--- config.mk ---
export PLATFORM = sky130hd
export DESIGN_NAME = router_fsm
export DESIGN_NICKNAME = d
export VERILOG_FILES = /design/src/rtl/router_pkg.sv /design/src/rtl/router_fsm.sv
export SDC_FILE = /design/constraint.sdc
export NUM_CORES = 1
export LEC_CHECK = 0
export ABC_AREA = 1
export CORE_AREA = 2 2 39 41
export CTS_CLUSTER_DIAMETER = 30
export DETAILED_ROUTE_END_ITERATION = 8
export DIE_AREA = 0 0 41 43
export GPL_TIMING_DRIVEN = 0
export PLACE_DENSITY = 0.88
export SLEW_MARGIN = 20
export SYNTH_ARGS = -nofsm -noshare
export SYNTH_HDL_FRONTEND = slang
export SYNTH_SLANG_ARGS = --single-unit
--- constraint.sdc ---
create_clock -name clock -period 2.2 [get_ports clock]
set_input_delay 0.33 -clock clock [delete_from_list [all_inputs] [get_ports clock]]
set_output_delay 0.33 -clock clock [all_outputs]
set_load 0.05 [all_outputs]
--- src/rtl/router_pkg.sv ---
`default_nettype none
// +--------------------------------------------------------------------------+
// | router_pkg: shared state encoding and address helpers for router_fsm     |
// | Revision: 1.0                                                            |
// +--------------------------------------------------------------------------+
package router_pkg;

  localparam int ADDR_W = 2;
  localparam logic [ADDR_W-1:0] ADDR_INVALID = 2'b11;

  typedef enum logic [2:0] {
    DECODE_ADDRESS     = 3'd0,
    LOAD_FIRST_DATA    = 3'd1,
    LOAD_DATA          = 3'd2,
    LOAD_PARITY        = 3'd3,
    CHECK_PARITY_ERROR = 3'd4,
    FIFO_FULL_STATE    = 3'd5,
    LOAD_AFTER_FULL    = 3'd6,
    WAIT_TILL_EMPTY    = 3'd7
  } state_t;

  // Picks the per-port flag for an address; the invalid address selects nothing.
  function automatic logic port_sel(input logic [2:0] flags, input logic [ADDR_W-1:0] addr);
    case (addr)
      2'd0:    port_sel = flags[0];
      2'd1:    port_sel = flags[1];
      2'd2:    port_sel = flags[2];
      default: port_sel = 1'b0;
    endcase
  endfunction

endpackage
`default_nettype wire

--- src/rtl/router_fsm.sv ---
`default_nettype none
// +--------------------------------------------------------------------------+
// | router_fsm: packet-level control FSM of the 3-port router                 |
// | Optional macro ROUTER_FSM_PKT_CNT_EN adds the completed-packet counter.   |
// | Revision: 1.0                                                            |
// +--------------------------------------------------------------------------+
module router_fsm
  import router_pkg::*;
#(
  parameter int CNT_W = 16
) (
  input  logic              clock,
  input  logic              resetn,
  input  logic              pkt_valid,
  input  logic [ADDR_W-1:0] data_in,
  input  logic              fifo_full,
  input  logic              fifo_empty_0,
  input  logic              fifo_empty_1,
  input  logic              fifo_empty_2,
  input  logic              soft_reset_0,
  input  logic              soft_reset_1,
  input  logic              soft_reset_2,
  input  logic              parity_done,
  input  logic              low_pkt_valid,
  output logic              detect_add,
  output logic              lfd_state,
  output logic              ld_state,
  output logic              laf_state,
  output logic              full_state,
  output logic              write_enb_reg,
  output logic              rst_int_reg,
  output logic              busy
`ifdef ROUTER_FSM_PKT_CNT_EN
  ,
  output logic [CNT_W-1:0]  pkt_cnt
`endif
);

  state_t            r_state;
  state_t            w_next_state;
  logic [ADDR_W-1:0] r_addr;
  logic [2:0]        w_empty;
  logic [2:0]        w_soft;
  logic              w_addr_ok;

  assign w_empty   = {fifo_empty_2, fifo_empty_1, fifo_empty_0};
  assign w_soft    = {soft_reset_2, soft_reset_1, soft_reset_0};
  assign w_addr_ok = pkt_valid && (data_in != ADDR_INVALID);

  always_ff @(posedge clock) begin
    if (!resetn) begin
      r_state <= DECODE_ADDRESS;
      r_addr  <= '0;
    end else begin
      r_state <= w_next_state;
      if ((r_state == DECODE_ADDRESS) && w_addr_ok)
        r_addr <= data_in;
    end
  end

  always_comb begin
    w_next_state = r_state;
    case (r_state)
      DECODE_ADDRESS:
        if (w_addr_ok)
          w_next_state = port_sel(w_empty, data_in) ? LOAD_FIRST_DATA : WAIT_TILL_EMPTY;
      WAIT_TILL_EMPTY:
        if (port_sel(w_empty, r_addr))
          w_next_state = LOAD_FIRST_DATA;
      LOAD_FIRST_DATA:
        w_next_state = LOAD_DATA;
      LOAD_DATA:
        if (fifo_full)
          w_next_state = FIFO_FULL_STATE;
        else if (!pkt_valid)
          w_next_state = LOAD_PARITY;
      FIFO_FULL_STATE:
        if (!fifo_full)
          w_next_state = LOAD_AFTER_FULL;
      LOAD_AFTER_FULL:
        if (parity_done)
          w_next_state = DECODE_ADDRESS;
        else if (low_pkt_valid)
          w_next_state = LOAD_PARITY;
        else
          w_next_state = LOAD_DATA;
      LOAD_PARITY:
        w_next_state = CHECK_PARITY_ERROR;
      CHECK_PARITY_ERROR:
        w_next_state = fifo_full ? FIFO_FULL_STATE : DECODE_ADDRESS;
      default:
        w_next_state = DECODE_ADDRESS;
    endcase
    // A read timeout on the selected port abandons the packet from any state.
    if ((r_state != DECODE_ADDRESS) && port_sel(w_soft, r_addr))
      w_next_state = DECODE_ADDRESS;
  end

  always_comb begin
    detect_add    = 1'b0;
    lfd_state     = 1'b0;
    ld_state      = 1'b0;
    laf_state     = 1'b0;
    full_state    = 1'b0;
    write_enb_reg = 1'b0;
    rst_int_reg   = 1'b0;
    case (r_state)
      DECODE_ADDRESS:     detect_add = 1'b1;
      LOAD_FIRST_DATA:    lfd_state  = 1'b1;
      LOAD_DATA: begin
        ld_state      = 1'b1;
        write_enb_reg = 1'b1;
      end
      LOAD_AFTER_FULL: begin
        laf_state     = 1'b1;
        write_enb_reg = 1'b1;
      end
      LOAD_PARITY:        write_enb_reg = 1'b1;
      FIFO_FULL_STATE:    full_state    = 1'b1;
      CHECK_PARITY_ERROR: rst_int_reg   = 1'b1;
      default:            ;
    endcase
    busy = (r_state != DECODE_ADDRESS) && (r_state != LOAD_DATA);
  end

`ifdef ROUTER_FSM_PKT_CNT_EN
  logic [CNT_W-1:0] r_pkt_cnt;

  always_ff @(posedge clock) begin
    if (!resetn)
      r_pkt_cnt <= '0;
    else if (r_state == LOAD_PARITY)
      r_pkt_cnt <= r_pkt_cnt + 1'b1;
  end

  assign pkt_cnt = r_pkt_cnt;
`else
  localparam int c_unused_cnt_w = CNT_W;
`endif

endmodule
`default_nettype wire
Word-level counts from Yosys, hierarchy flattened
Cells that the tools add are included.
{"block": "totals", "reg_bits": 5, "input_bits": 14, "wordCells": 54}
{"block": "op_classes", "n_reduce_logical": 11, "n_eq_ne": 17, "muxes": 23, "bitwise": 1}
{"operator": "$pmux W3 S8", "n": 1}
{"operator": "$mux W3", "n": 7}
{"operator": "$eq A3 B3 Y1 const B", "n": 4}
{"operator": "$mux W1", "n": 11}
{"operator": "$pmux W1 S3", "n": 3}
{"operator": "$ne A2 B2 Y1 const B", "n": 4}
{"operator": "$eq A3 B2 Y1 const B", "n": 2}
{"operator": "$eq A2 B1 Y1 const B", "n": 2}
{"operator": "$eq A2 B2 Y1 const B", "n": 2}
{"operator": "$logic_and A1 B1 Y1", "n": 4}
{"operator": "$logic_not A2 Y1", "n": 2}
{"operator": "$reduce_and A4 Y1", "n": 1}
{"operator": "$eq A3 B1 Y1 const B", "n": 1}
{"operator": "$logic_not A3 Y1", "n": 1}
{"operator": "$ne A3 B2 Y1 const B", "n": 1}
{"operator": "$ne A3 B3 Y1 const B", "n": 1}
{"operator": "$reduce_bool A3 Y1", "n": 1}
{"operator": "$reduce_or A3 Y1", "n": 1}
{"operator": "$mux W2", "n": 1}
{"operator": "$reduce_or A2 Y1", "n": 1}
{"operator": "$not A1 Y1", "n": 1}

Depth between registers and ports, before layout
{"block": "logic_depth", "depth_word": 7, "depth_mapped": 10}

Worst setup path before layout
No wires, ideal clock.
{"block": "synth_timing", "kind": "register to output", "from": "register r_state[2]", "to": "output rst_int_reg", "slack_ns": 0.320, "path_stages_with_launch": 4, "t_required_ns": 1.870, "arrival_time_ns": 1.550, "path_buffers": 1, "cell_sequence": "dfxtp_1 -> buf_6 -> inv_8 -> nor3_1"}
{"block": "synth_via", "elab_chain_len": 2}
{"element": "start, declared", "line": "router_fsm.sv:39", "rtl": "state_t r_state;"}
{"element": "start signal, assigned", "line": "router_fsm.sv:55", "rtl": "r_state <= w_next_state;"}
{"element": "$eq A3 B3 Y1", "line": "router_fsm.sv:107", "rtl": "case (r_state)"}
{"element": "$mux W1", "line": "router_fsm.sv:107"}
{"element": "end, declared", "line": "router_fsm.sv:31", "rtl": "output logic rst_int_reg,"}
No other way between the ends.

Worst setup path in the final report
{"block": "layout_timing", "from": "register r_state[0]", "to": "output ld_state"}
{"block": "layout_via", "elab_chain_len": 2}
{"element": "$eq A3 B2 Y1", "line": "router_fsm.sv:107"}
{"element": "$mux W1", "line": "router_fsm.sv:107"}
{"element": "end, declared", "line": "router_fsm.sv:27", "rtl": "output logic ld_state,"}
No other way between the ends.

==> results.sh <==
export IMPL_hold_path_class="register to register"
export IMPL_synthDistinctLibCells=23
export IMPL_via_count=676
export IMPL_cpLargestDelayFamily="buffers and inverters"
export IMPL_fin_nets=138
export IMPL_syn_area_per_cell_um2=6.00
export IMPL_cts_tree="built"
export IMPL_diodes=0
export IMPL_rows=14
export IMPL_worst_path_stages=5
export IMPL_crit_required_ns=1.87
export IMPL_cp_endpoint="ld_state"
export IMPL_fp_dieH_um=43
export IMPL_stdcell_count=139
export IMPL_grt_pass1_wl_um=2280
export IMPL_place_inst=135
export IMPL_yosys_register_bits=5
export IMPL_p_leak_nw=0.419
export IMPL_setup_ws_ns=0.145
export IMPL_synth_area_leaders="dfxtp_1 (17%), nand2_1 (13%), nand3_1 (13%)"
export IMPL_grtUsageTotal_pct=18.2
export IMPL_finalClockSkew_ns=0.000602
export IMPL_antenna_found_initial=0
export IMPL_dpl_hpwl_um=1150
export IMPL_layout_drive_gt1_share_pct=15.4
export IMPL_setup_tns_ns=0
export IMPL_place_ws_ns=0.385
export IMPL_power_density_mw_per_mm2=1200
export IMPL_clk_pin_slew_ns=0.04
export IMPL_fillCellCount=140
export IMPL_period_minus_slack_ns=2.06
export IMPL_worstSkewPairLatency_ns=0.23
export IMPL_critical_path_buf_inv_count=3
export IMPL_worstMarginPinSlew_ns=0.495
export IMPL_cts_root_buf="clkbuf_4"
export IMPL_start_kind="register"
export IMPL_end_kind="output pin"
export IMPL_synthCells=98
export IMPL_worstReg2RegEnd="r_state[2]"
export IMPL_synth_top_area_share_pct=17.0
export IMPL_maxCapViolations=0
export IMPL_crit_type="register to output pin"
export IMPL_period_share_pct=93.4
export IMPL_overflow=0
export IMPL_crit_path_max_incr_delay_ns=0.81
export IMPL_syn_area_um2=588
export IMPL_area_delta_synth_final_pct=43.6
export IMPL_start_util_pct=42.5
export IMPL_grt_setup_unrepaired="false"
export IMPL_rrSetupSlack_ns=1.02
export IMPL_holdBufCountCts=0
export IMPL_final_hold_violation_count=0
export IMPL_firstDrtPassIters=4
export IMPL_finalSetupViolations=0
export IMPL_multi_input_area_um2=375
export IMPL_drt_iter0_drc=6
export IMPL_met2_usage_pct=30.3
export IMPL_yosysSeqAreaShare_pct=17.0
export IMPL_post_cts_resized=0
export IMPL_die_area_mm2=0.00176
export IMPL_post_cts_buffers=0
export IMPL_slowest_stage="clkdlybuf4s50_1"
export IMPL_cp_startpoint="r_state[0]"
export IMPL_die_w_um=41
export IMPL_synthAdderAreaFrac_pct=0
export IMPL_synthMuxAreaShare_pct=0
export IMPL_vias_per_cell=4.86
export IMPL_placed_area_um2=818
export IMPL_final_common_cell="clkdlybuf4s50_1"
export IMPL_path_cells="buf_6, inv_6, nand2_2, nor2_4, clkdlybuf4s50_1"
export IMPL_cts_sinks=5
export IMPL_syn_nets=112
export IMPL_synth_top_family_by_area="simple AND/OR/NAND/NOR gates"
export IMPL_report_final_slew_viol_count=0
export IMPL_holdWs_ns=0.590
export IMPL_p_total_mw=1.01
export IMPL_use_met3_pct=3.14
export IMPL_ant_nets=0
export IMPL_pin_count=22
export IMPL_seq_area_um2=100
export IMPL_coreArea_mm2=0.00138
export IMPL_numPortBuffers=21
export IMPL_gp_congestion=0.811
export IMPL_wl_um=1360
export IMPL_fmax_mhz=487
export IMPL_status="complete, no violations"
export IMPL_yosysWarningCount=0
export IMPL_maxSlewHeadroom_pct=66.9
export IMPL_drc=0
export IMPL_synth_top_cell_by_area="dfxtp_1"
export IMPL_grt_pass1_vias=610
export IMPL_synth_xor_area_share_pct=1.49
export IMPL_final_core_util_pct=61.0
export IMPL_r2r_start="r_state[1]"
export IMPL_ir_drop_mv=0.528
export IMPL_r2r_worst_path_cells=8
export IMPL_cts_inserted_buffers=3
export IMPL_final_area_um2=845
export IMPL_yosys_area_share_simple_pct=58.9
export IMPL_grt_max_degree=10
export IMPL_layout_common_cells="clkdlybuf4s50_1 (21), nand2_1 (20), nor2_1 (19), nand3_1 (15), inv_1 (12)"
export IMPL_htree_levels=1
export IMPL_met1_usage_pct=21.5
export IMPL_grt_busiest_layer="met2"
export IMPL_synth_compound_area_share_pct=3.40
export IMPL_cts_buffer_depth=2
export IMPL_worstPathMaxFanout=8
export IMPL_cp_arrival_ns=1.73
export IMPL_wl_per_cell_um=9.78
[cell usage after synthesis, drive strengths merged]
cell,count
nand2,25
nor2,22
inv,16
nand3,16
dfxtp,5
buf,3
nor3,3
o21ai,3
nand4,2
a21oi,1
clkinv,1
xor2,1
[routing by layer]
layer	wire length (µm)	share of wire [%]
met1	619	46
met3	55	4.0
met5	0	0
met4	0	0
met2	685	50
[state kept, by name, indices dropped and copies added, names as in the netlist]
register / count
r_state: 3
r_addr: 2
[cell type report]
| type | count | share of cell area [%] |
|---|---|---|
| multi-input cells | 73 | 44.4 |
| flip-flops and latches | 5 | 11.9 |
| well taps | 16 | 2.37 |
| clock buffers | 4 | 3.11 |
| plain buffers | 3 | 4.00 |
| repair buffers | 21 | 24.9 |
| inverters | 17 | 9.33 |
[cell families after synthesis]
logic type | Yosys count
XOR/XNOR | 1
flip-flops | 5
AO/OA/AOI/OAI | 4
buffers and inverters | 20
AND/OR/NAND/NOR | 68
[power by group]
part	internal (mW)	leakage (nW)	switching (mW)	total, mW
combinational	0.278	0.363	0.495	0.773
sequential	0.120	0.0413	0.0203	0.140
clock	0.0682	0.0150	0.0320	0.100
[worst min-delay path by stage]
stage / from / endpoint / cells after the start
final: r_addr[0] / r_addr[0] / 2
after global routing: r_addr[0] / r_addr[0] / 2
after CTS: r_addr[0] / r_addr[0] / 2
after detailed placement: r_addr[0] / r_addr[0] / 2
after global placement: r_addr[1] / r_addr[1] / 2
after floorplan: resetn / r_addr[0] / 2
[tightest hold or removal path, stage by stage, from the launching register on]
cell,delay (ns)
dfxtp_1,0.33
o21ai_0,0.17
nor2_1,0.04
No activity file was read; power rests on OpenSTA's default activity.
